$ cat src/rtl/mult_div_unit.sv
// mult_div_unit -- iterative multiply/divide unit with the HI/LO register pair.
//
// Runs MULT, MULTU, DIV and DIVU next to the ALU. A one-cycle i_Start in IDLE
// launches an operation. Each CALC cycle does one radix-2 step: shift-add for
// multiply, restoring subtract for divide. FIXUP applies the result signs and
// writes HI/LO. DONE raises o_Done for one cycle.
//
// Optional build macro: MDU_EARLY_TERM_EN
//   When defined, a multiply leaves CALC as soon as the multiplier bits not yet
//   consumed are all zero. FIXUP then shifts the accumulator into place, so the
//   product is unchanged and only the latency varies.
//
// Ports:
//   i_clk, i_reset_n      clock (rising edge), asynchronous active-low reset
//   i_Start, i_Op         start pulse (IDLE only); 00 MULT 01 MULTU 10 DIV 11 DIVU
//   i_RegA, i_RegB        rs / rt operands
//   i_WrHi, i_WrLo        MTHI / MTLO write enables (IDLE only), data on i_WrData
//   o_Busy                high in CALC, FIXUP and DONE
//   o_Done, o_DivZero     result pulse; divide-by-zero flag in the same cycle
//   o_Hi, o_Lo            HI / LO registers
module mult_div_unit #(
  parameter int NBITS   = 32,
  parameter int CNTBITS = 6
) (
  input  logic             i_clk,
  input  logic             i_reset_n,
  input  logic             i_Start,
  input  logic [1:0]       i_Op,
  input  logic [NBITS-1:0] i_RegA,
  input  logic [NBITS-1:0] i_RegB,
  input  logic             i_WrHi,
  input  logic             i_WrLo,
  input  logic [NBITS-1:0] i_WrData,
  output logic             o_Busy,
  output logic             o_Done,
  output logic             o_DivZero,
  output logic [NBITS-1:0] o_Hi,
  output logic [NBITS-1:0] o_Lo
);

  typedef enum logic [1:0] {IDLE = 2'd0, CALC = 2'd1, FIXUP = 2'd2, DONE = 2'd3} state_t;

  state_t state_reg, state_next;

  // The accumulator holds {partial product, multiplier} or {remainder, quotient}.
  // In both cases the low half starts as the operand that is consumed one bit
  // per step.
  logic [2*NBITS-1:0] acc_reg;
  logic [NBITS-1:0]   opnd_reg;      // multiplicand or divisor magnitude
  logic [CNTBITS-1:0] cnt_reg;       // completed CALC iterations
  logic               is_div_reg;
  logic               res_neg_reg;   // product / quotient must be negated
  logic               dvd_neg_reg;   // remainder must be negated
  logic               div_zero_reg;
  logic [NBITS-1:0]   hi_reg, lo_reg;

  // Start decode
  logic             op_signed, op_div, start_div_zero;
  logic [NBITS-1:0] mag_a, mag_b;

  assign op_signed      = ~i_Op[0];
  assign op_div         = i_Op[1];
  assign start_div_zero = op_div && (i_RegB == '0);
  assign mag_a          = (op_signed && i_RegA[NBITS-1]) ? -i_RegA : i_RegA;
  assign mag_b          = (op_signed && i_RegB[NBITS-1]) ? -i_RegB : i_RegB;

  // Multiply step: add the multiplicand when the multiplier LSB is set, then
  // shift the whole accumulator right. The sum carry becomes the new top bit.
  logic [NBITS:0]     mul_sum;
  logic [2*NBITS-1:0] mul_step;

  assign mul_sum  = {1'b0, acc_reg[2*NBITS-1:NBITS]} + (acc_reg[0] ? {1'b0, opnd_reg} : '0);
  assign mul_step = {mul_sum, acc_reg[NBITS-1:1]};

  // Restoring divide step. The shifted remainder needs NBITS+1 bits. When the
  // subtraction succeeds, the result is below the divisor, so a wrapping
  // NBITS-wide subtract gives the exact new remainder.
  logic [NBITS:0]     rem_shift;
  logic               div_ge;
  logic [NBITS-1:0]   div_rem;
  logic [2*NBITS-1:0] div_step;

  assign rem_shift = acc_reg[2*NBITS-1:NBITS-1];
  assign div_ge    = rem_shift >= {1'b0, opnd_reg};
  assign div_rem   = rem_shift[NBITS-1:0] - opnd_reg;
  assign div_step  = div_ge ? {div_rem, acc_reg[NBITS-2:0], 1'b1}
                            : {acc_reg[2*NBITS-2:0], 1'b0};

  logic               calc_last;
  logic [2*NBITS-1:0] prod_mag;

`ifdef MDU_EARLY_TERM_EN
  localparam int CW = CNTBITS + 1;

  logic [NBITS-1:0] mplier_reg;   // multiplier bits not yet consumed
  logic [CW-1:0]    align_amt;

  // Exit once the bits left after this step are all zero. The remaining steps
  // would only shift, so FIXUP does that shift in one go.
  assign calc_last = (cnt_reg == CNTBITS'(NBITS - 1)) ||
                     (!is_div_reg && ((mplier_reg >> 1) == '0));
  assign align_amt = CW'(NBITS) - {1'b0, cnt_reg};
  assign prod_mag  = acc_reg >> align_amt;
`else
  assign calc_last = (cnt_reg == CNTBITS'(NBITS - 1));
  assign prod_mag  = acc_reg;
`endif

  // Result fixup
  logic [2*NBITS-1:0] prod;
  logic [NBITS-1:0]   quo, rem;

  assign prod = res_neg_reg ? -prod_mag : prod_mag;
  assign quo  = res_neg_reg ? -acc_reg[NBITS-1:0] : acc_reg[NBITS-1:0];
  assign rem  = dvd_neg_reg ? -acc_reg[2*NBITS-1:NBITS] : acc_reg[2*NBITS-1:NBITS];

  // FSM
  always_ff @(posedge i_clk or negedge i_reset_n) begin
    if (!i_reset_n) state_reg <= IDLE;
    else            state_reg <= state_next;
  end

  always_comb begin
    state_next = state_reg;
    unique case (state_reg)
      IDLE:    if (i_Start) state_next = start_div_zero ? DONE : CALC;
      CALC:    if (calc_last) state_next = FIXUP;
      FIXUP:   state_next = DONE;
      DONE:    state_next = IDLE;
      default: state_next = IDLE;
    endcase
  end

  // Datapath and HI/LO
  always_ff @(posedge i_clk or negedge i_reset_n) begin
    if (!i_reset_n) begin
      acc_reg      <= '0;
      opnd_reg     <= '0;
      cnt_reg      <= '0;
      is_div_reg   <= 1'b0;
      res_neg_reg  <= 1'b0;
      dvd_neg_reg  <= 1'b0;
      div_zero_reg <= 1'b0;
      hi_reg       <= '0;
      lo_reg       <= '0;
`ifdef MDU_EARLY_TERM_EN
      mplier_reg   <= '0;
`endif
    end else begin
      unique case (state_reg)
        IDLE: begin
          if (i_WrHi) hi_reg <= i_WrData;
          if (i_WrLo) lo_reg <= i_WrData;
          if (i_Start) begin
            acc_reg      <= {{NBITS{1'b0}}, (op_div ? mag_a : mag_b)};
            opnd_reg     <= op_div ? mag_b : mag_a;
            cnt_reg      <= '0;
            is_div_reg   <= op_div;
            res_neg_reg  <= op_signed && (i_RegA[NBITS-1] ^ i_RegB[NBITS-1]);
            dvd_neg_reg  <= op_signed && op_div && i_RegA[NBITS-1];
            div_zero_reg <= start_div_zero;
`ifdef MDU_EARLY_TERM_EN
            mplier_reg   <= mag_b;
`endif
          end
        end
        CALC: begin
          acc_reg <= is_div_reg ? div_step : mul_step;
          cnt_reg <= cnt_reg + CNTBITS'(1);
`ifdef MDU_EARLY_TERM_EN
          mplier_reg <= mplier_reg >> 1;
`endif
        end
        FIXUP: begin
          if (is_div_reg) begin
            lo_reg <= quo;
            hi_reg <= rem;
          end else begin
            hi_reg <= prod[2*NBITS-1:NBITS];
            lo_reg <= prod[NBITS-1:0];
          end
        end
        default: ;
      endcase
    end
  end

  assign o_Busy    = (state_reg != IDLE);
  assign o_Done    = (state_reg == DONE);
  assign o_DivZero = (state_reg == DONE) && div_zero_reg;
  assign o_Hi      = hi_reg;
  assign o_Lo      = lo_reg;

endmodule
$ cat config.mk
export PLATFORM = sky130hd
export DESIGN_NAME = mult_div_unit
export DESIGN_NICKNAME = d
export VERILOG_FILES = /design/src/rtl/mult_div_unit.sv
export SDC_FILE = /design/constraint.sdc
export NUM_CORES = 1
export LEC_CHECK = 0
export ABC_CLOCK_PERIOD_IN_PS = 3700
export BUFFER_PORTS_ARGS = -buffer_cell sky130_fd_sc_hd__buf_2
export CAP_MARGIN = 10
export CORE_MARGIN = 1.5
export CORE_UTILIZATION = 51
export CTS_BUF_LIST = sky130_fd_sc_hd__clkbuf_8 sky130_fd_sc_hd__clkbuf_16
export DETAILED_ROUTE_END_ITERATION = 16
export PLACE_DENSITY = 0.71
export REMOVE_ABC_BUFFERS = 1
export SKIP_CTS_REPAIR_TIMING = 1
export SYNTH_ARGS = -nofsm -noshare
export SYNTH_HDL_FRONTEND = slang
export SYNTH_SLANG_ARGS = --single-unit
$ cat constraint.sdc
create_clock -name i_clk -period 3.7 [get_ports i_clk]
set_clock_uncertainty 0.15 [all_clocks]
set_input_delay 0.555 -clock i_clk [delete_from_list [all_inputs] [get_ports i_clk]]
set_output_delay 0.555 -clock i_clk [all_outputs]
set_load 0.1 [all_outputs]
==> results of run 1 <==
## logic make-up after synthesis
logic type | Yosys count
AO/OA/AOI/OAI | 655
AND/OR/NAND/NOR | 623
buffers and inverters | 183
flip-flops | 172
XOR/XNOR | 167
adder cells (fa/ha/maj) | 75
multiplexers | 67
## power groups by stage
stage / registers [W] / clock network [W] / logic (W)
2_1_floorplan: 0.00590 / 0 / 0.00632
3_3_place_gp: 0.00343 / 0 / 0.0123
3_5_place_dp: 0.00346 / 0 / 0.0124
4_1_cts: 0.00343 / 0.00187 / 0.0125
5_1_grt: 0.00355 / 0.00195 / 0.0137
6_report: 0.00347 / 0.00187 / 0.0128
## metal layers
layer,part of all wire [%],vias up
met1,43,7335
met5,0.025,-
li1,-,7333
met2,45,712
met4,3.7,2
met3,7.6,121
## cells in the final DEF (no fill, tap or decap), types with 69 or more instances in the layout
cell type / count
ha_1: 70
nand2_1: 213
xor2_1: 69
inv_1: 69
a21oi_1: 195
dfrtp_1: 169
nor2_1: 189
o21ai_0: 197
buf_2: 167
xnor2_1: 98
buf_4: 103
## per-stage QoR
step | hold slack, ps | util, % | TNS, ps | instances | total power, W
global route | 109.0 | 60.75 | -264.6 | 2523 | 0.01917
finish | 31.56 | 60.75 | 0 | 2523 | 0.01813
detailed placement | 313.1 | 58.17 | -273.6 | 2485 | 0.01591
global placement | 306.6 | 58.17 | -90.26 | 2485 | 0.01571
CTS | 85.17 | 60.24 | -361.9 | 2517 | 0.01779
floorplan | 109.4 | - | -95860 | 1830 | 0.01222
## worst register-to-register path, stage by stage (launching register included)
cell      delay, ps
dfrtp_2         450
buf_6           140
nand2_1          90
inv_1            50
ha_1            320
a211oi_2        250
nor2_1          100
o31a_1          280
a221o_1         410
a21oi_2         230
buf_4           180
a211o_1         180
o311ai_0        180
xor2_1          180
a22oi_1         160
o21ai_0         120
## layout make-up
class                      count  area share, %
sequential                   172          24.57
tap                          384          2.741
timing repair buffer         276          9.763
multi-input combinational   1587          57.94
clock buffer                  19          2.583
timing repair inverter         1        0.04282
inverter                      71          1.542
clock inverter                13         0.8136
## final timing paths
check	from	endpoint	slack [ps]	cells past startpoint
max	acc_reg[0]$_DFFE_PN0P_	acc_reg[60]$_DFFE_PN0P_	110	15
min	i_reset_n	acc_reg[6]$_DFFE_PN0P_	30	1
max reg2reg	acc_reg[0]$_DFFE_PN0P_	acc_reg[60]$_DFFE_PN0P_	110	15
min reg2reg	o_Hi[19]$_DFFE_PN0P_	o_Hi[19]$_DFFE_PN0P_	330	2
max in group asynchronous	i_reset_n	cnt_reg[4]$_DFFE_PN0P_	2490	2
min in group i_clk	i_Op[0]	res_neg_reg$_DFFE_PN0P_	240	2
==> reports/qor.yml, run 1 <==
synth:
  synthSimpleGateAreaFrac_pct: 19.45
  synth_xor_area_share_pct: 9.753
  syn_avg_cell_area_um2: 7.722
  synth_flop_cell: "dfrtp_1"
  synth_compound_area_share_pct: 26.47
  netlist_area_um2: 15000
  netlist_top_cells_count: "nand2_1, o21ai_0, a21oi_1, nor2_1, dfrtp_1"
  seq_area_frac_synth_pct: 28.70
  yosysUniqueCellTypes: 74
  synth_top_area_cell: "dfrtp_1"
  yosys_register_bits: 172
  synth_cells: 1942
  synth_top_area_share_pct: 28.70
  synth_mux_area_share_pct: 4.664
  ys_top_cells_by_area: "dfrtp_1, o21ai_0, a21oi_1, ha_1, xnor2_1"
  yosysWarnings: 0
  synth-edff-count: 0
  synthAdderAreaFrac_pct: 6.357
  synthArstFlopShare_pct: 100.0
  synth_top_family_by_area: "compound AO/OA/AOI/OAI gates"
  yosysMostFrequentCell: "nand2_1"
clock_network:
  cts_root_buffer: "clkbuf_16"
  worstSkewPairLatency_ps: 460
  cts_buffer_depth: 2
  htree_levels: 4
  clock-sinks: 172
  cts.reportedPaths.clkPinSlew_ps: 80
  cts_tree: "yes"
  cts_buffers: 17
pwr:
  ir_drop_mv: 0.7035
  leakage_nw: 7.947
  switching_share_pct: 57.88
  cellPowerDensity_nw_per_um2: 1034
  power_frac_comb_pct: 70.6
  p_clk_share_pct: 10.3
  p_seq_share_pct: 19.2
  p_int_w: 0.007635
  p_sw_w: 0.01049
global_route:
  grt_util_all_layers_pct: 33.29
  use_met1_pct: 45.50
  met3_usage_pct: 5.271
  grt_pass1_wl_um: 79190
  grt-busiest-layer: "met2"
  met2_usage_pct: 53.40
  grt_max_degree: 93
  grt_overflow: 0
  antenna_found_initial: 1
  grt_pass1_vias: 14294
placement:
  post-dp-hpwl_um: 40230
  place_congestion: 0.9905
  dpl_cell_area_um2: 16790
  pre_cts_ws_ps: -135.2
  io_buffers: 169
route:
  drt_iter0_markers: 1804
  drt-pass1-iter-count: 8
  num_vias: 15503
  drc_errors: 0
  wl_per_cell_um: 20.47
  ant_nets: 0
  viasPerCell: 6.145
  drt-total-wl_um: 51650
timing:
  slew_headroom_pct: 25.01
  rsz0062_at_grt: "true"
  fin_crit_ps: 3590
  max_freq_mhz: 278.5
  tightest_slew_ps: 1125
  setup_viol: 0
  hold_viol_final: 0
  period_share_pct: 97.03
  drv_slew: 0
  setup_slack_ps: 110.0
final_layout:
  antenna_cells: 0
  drive_above_1_share_pct: 17.72
  largest_reg_flops: 64
  areaGrowthSynthToFinish_pct: 16.90
  design_area_um2: 17530
  multiInputGateArea_um2: 10160
  seqCellArea_um2: 4308
  nFillCells: 2640
  fin_nets: 2304
floorplanning:
  num_rows: 62
  fp.dieArea_um2: 30440
  coreArea_um2: 28860
  die_h_um: 174.5
  pin_count: 170
  start_util_pct: 51.97
  die_width_um: 174.5
outcome:
  outcome: "finished, final reports clean"
setup_path:
  cp_data_arrival_time_ps: 3740
  cpLargestDelayFamily: "compound AO/OA/AOI/OAI gates"
  end_kind: "flip-flop"
  path_buf_inv: 3
  max_stage_delay_ps: 450
  worst-path-max-fanout: 4
  cp_slowest_cell: "dfrtp_2"
  required_ps: 3850
  critPathLaunchType: "flip-flop"
  criticalPathCategory: "flip-flop to flip-flop"
  path_cells: "buf_6, nand2_1, inv_1, ha_1, a211oi_2, nor2_1, o31a_1, a221o_1, a21oi_2, buf_4, a211o_1, o311ai_0, xor2_1, a22oi_1, o21ai_0"
job:
  max_cap_violations: 0
hold_path:
  hp-class: "input pin to async pin"
(Power assumes the default switching activity.)
==> inputs of run 2 (changes only) <==
PLACE_DENSITY = 0.78   (was 0.71)
==> reports/qor.yml, run 2 (synthesis gave the netlist of run 1 again) <==
setup_path:
  criticalPathCategory: "flip-flop to flip-flop"
  r2r_end: "acc_reg[63]$_DFFE_PN0P_"
  crit_start: "acc_reg[0]$_DFFE_PN0P_"
  critPathLaunchType: "flip-flop"
  end_kind: "flip-flop"
  r2r_slack_ps: 170  # +60 ps
  worst-path-max-fanout: 6  # +2
  required_ps: 3880  # +30 ps
  cp_data_arrival_time_ps: 3720  # -20 ps
  r2r_cells: 18  # +3
  worstReg2RegStart: "acc_reg[0]$_DFFE_PN0P_"
timing:
  period_share_pct: 95.47  # -1.6 points
  fin_crit_ps: 3533  # -57.47 ps
  max_freq_mhz: 283.1  # +1.6%
  slew_headroom_pct: 30.29  # +5.3 points
  drv_slew: 0  # unchanged
  hold_ws_ps: 264.3  # +232.7 ps
  tightest_slew_ps: 1043  # -81.60 ps
  setup_slack_ps: 167.4  # +57.47 ps
  hold_viol_final: 0  # unchanged
  setup_viol: 0  # unchanged
hold_path:
  worstHoldEndpoint: "o_Lo[13]$_DFFE_PN0P_"
  whs_path_depth: 3
  hp-class: "input pin to flip-flop"
  hold_path_startpoint: "i_WrData[13]"
route:
  drt_iter0_markers: 1731  # -4.0%
  wl_per_cell_um: 20.21  # -1.3%
  viasPerCell: 6.194  # +0.80%
  ant_nets: 0  # unchanged
  drt-pass1-iter-count: 8  # unchanged
  drc_errors: 0  # unchanged
  drt-total-wl_um: 50800  # -1.7%
  num_vias: 15565  # +0.40%
clock_network:
  cts_tree: "yes"
  cts_buffers: 17  # unchanged
  cts_root_buffer: "clkbuf_16"
  worstSkewPairLatency_ps: 450  # about the same
  clock-sinks: 172  # unchanged
  cts_buffer_depth: 2  # unchanged
  cts.reportedPaths.clkPinSlew_ps: 80  # about the same
  htree_levels: 4  # unchanged
final_layout:
  layout_commonest_cell: "nand2_1"
  areaGrowthSynthToFinish_pct: 15.73
  design_area_um2: 17360  # -1.0%
  multiInputGateArea_um2: 10090  # -0.67%
  seqCellArea_um2: 4305  # about the same
  final_cells: 2513  # -0.40%
  final_cell_mix: "nand2_1, o21ai_0, a21oi_1"
  largest_reg_flops: 64  # unchanged
  drive_above_1_share_pct: 16.82  # -0.90 points
  nFillCells: 2604  # -1.4%
  fin_nets: 2294  # -0.43%
outcome:
  outcome: "finished, final reports clean"
global_route:
  grt_util_all_layers_pct: 33.10  # -0.20 points
  antenna_found_initial: 1  # unchanged
  grt_pass1_wl_um: 79200  # about the same
  grt_pass1_vias: 14497  # +1.4%
  grt_overflow: 0  # unchanged
  grt_max_degree: 99  # +6.5%
floorplanning:
  die_width_um: 174.5  # unchanged
  pin_count: 170  # unchanged
  coreArea_um2: 28860  # unchanged
  die_h_um: 174.5  # unchanged
  start_util_pct: 51.97  # unchanged
  num_rows: 62  # unchanged
  fp.dieArea_um2: 30440  # unchanged
placement:
  post-dp-hpwl_um: 39480  # -1.9%
  place_congestion: 1.033  # +4.3%
  io_buffers: 169  # unchanged
  dpl_cell_area_um2: 16730  # -0.34%
  pre_cts_ws_ps: 67.08  # +202.3 ps
  place_inst: 2480  # -0.20%
pwr:
  leakage_nw: 7.879  # -0.85%
  ir_drop_mv: 0.7259  # +3.2%
  cellPowerDensity_nw_per_um2: 1031  # -0.29%
job:
  max_cap_violations: 0  # unchanged
[run 2: worst max-delay path by stage]
stage | end | slack, ps | cells after the start
after CTS | acc_reg[63]$_DFFE_PN0P_ | 60 | 16
after floorplan | cnt_reg[5]$_DFFE_PN0P_ | -1950 | 7
final | acc_reg[63]$_DFFE_PN0P_ | 170 | 18
after global routing | acc_reg[61]$_DFFE_PN0P_ | -2 | 18
after detailed placement | acc_reg[63]$_DFFE_PN0P_ | 70 | 16
after global placement | acc_reg[63]$_DFFE_PN0P_ | 120 | 16
[run 2: stage by stage]
stage | TNS, ps | power [W] | util, %
after global routing | -1.664 | 0.01896 | 60.15
after CTS | 0 | 0.01767 | 59.99
after floorplan | -95860 | 0.01222 | -
after global placement | 0 | 0.01561 | 57.97
final | 0 | 0.01789 | 60.15
after detailed placement | 0 | 0.01585 | 57.97
[run 2: worst max-delay path, stage by stage, from the launching register on]
cell and delay (ps):
dfrtp_1 390, buf_4 160, and2_1 130, ha_1 200, inv_1 80, fa_1 210, nor2b_2 60, o31ai_1 210
buf_4 170, a211oi_2 60, a211oi_1 240, buf_4 170, a31oi_4 90, a221oi_2 270, buf_4 160, o31a_1 200
o21ai_0 120, o311a_1 140, a22o_1 200
[run 2: layout make-up]
type / count / area share (%)
well taps: 384 / 2.768
multi-input cells: 1587 / 58.14
flip-flops and latches: 172 / 24.81
repair buffers: 267 / 9.393
clock buffers: 17 / 2.451
inverters: 71 / 1.535
diodes: 1 / 0.01442
clock inverters: 14 / 0.8939
[run 2: routing by layer]
layer,track usage (%),part of all wire [%],vias to the layer above
met5,0,0,-
li1,-,-,7303
met2,51.81,45,741
met4,14.12,3.9,0
met1,45.32,42,7393
met3,5.227,8.6,128
[run 2: report_power, final]
group          internal, W  switching (W)  total [W]
combinational      0.00389        0.00865     0.0125
clock             0.000899       0.000908    0.00181
sequential         0.00272       0.000831    0.00355
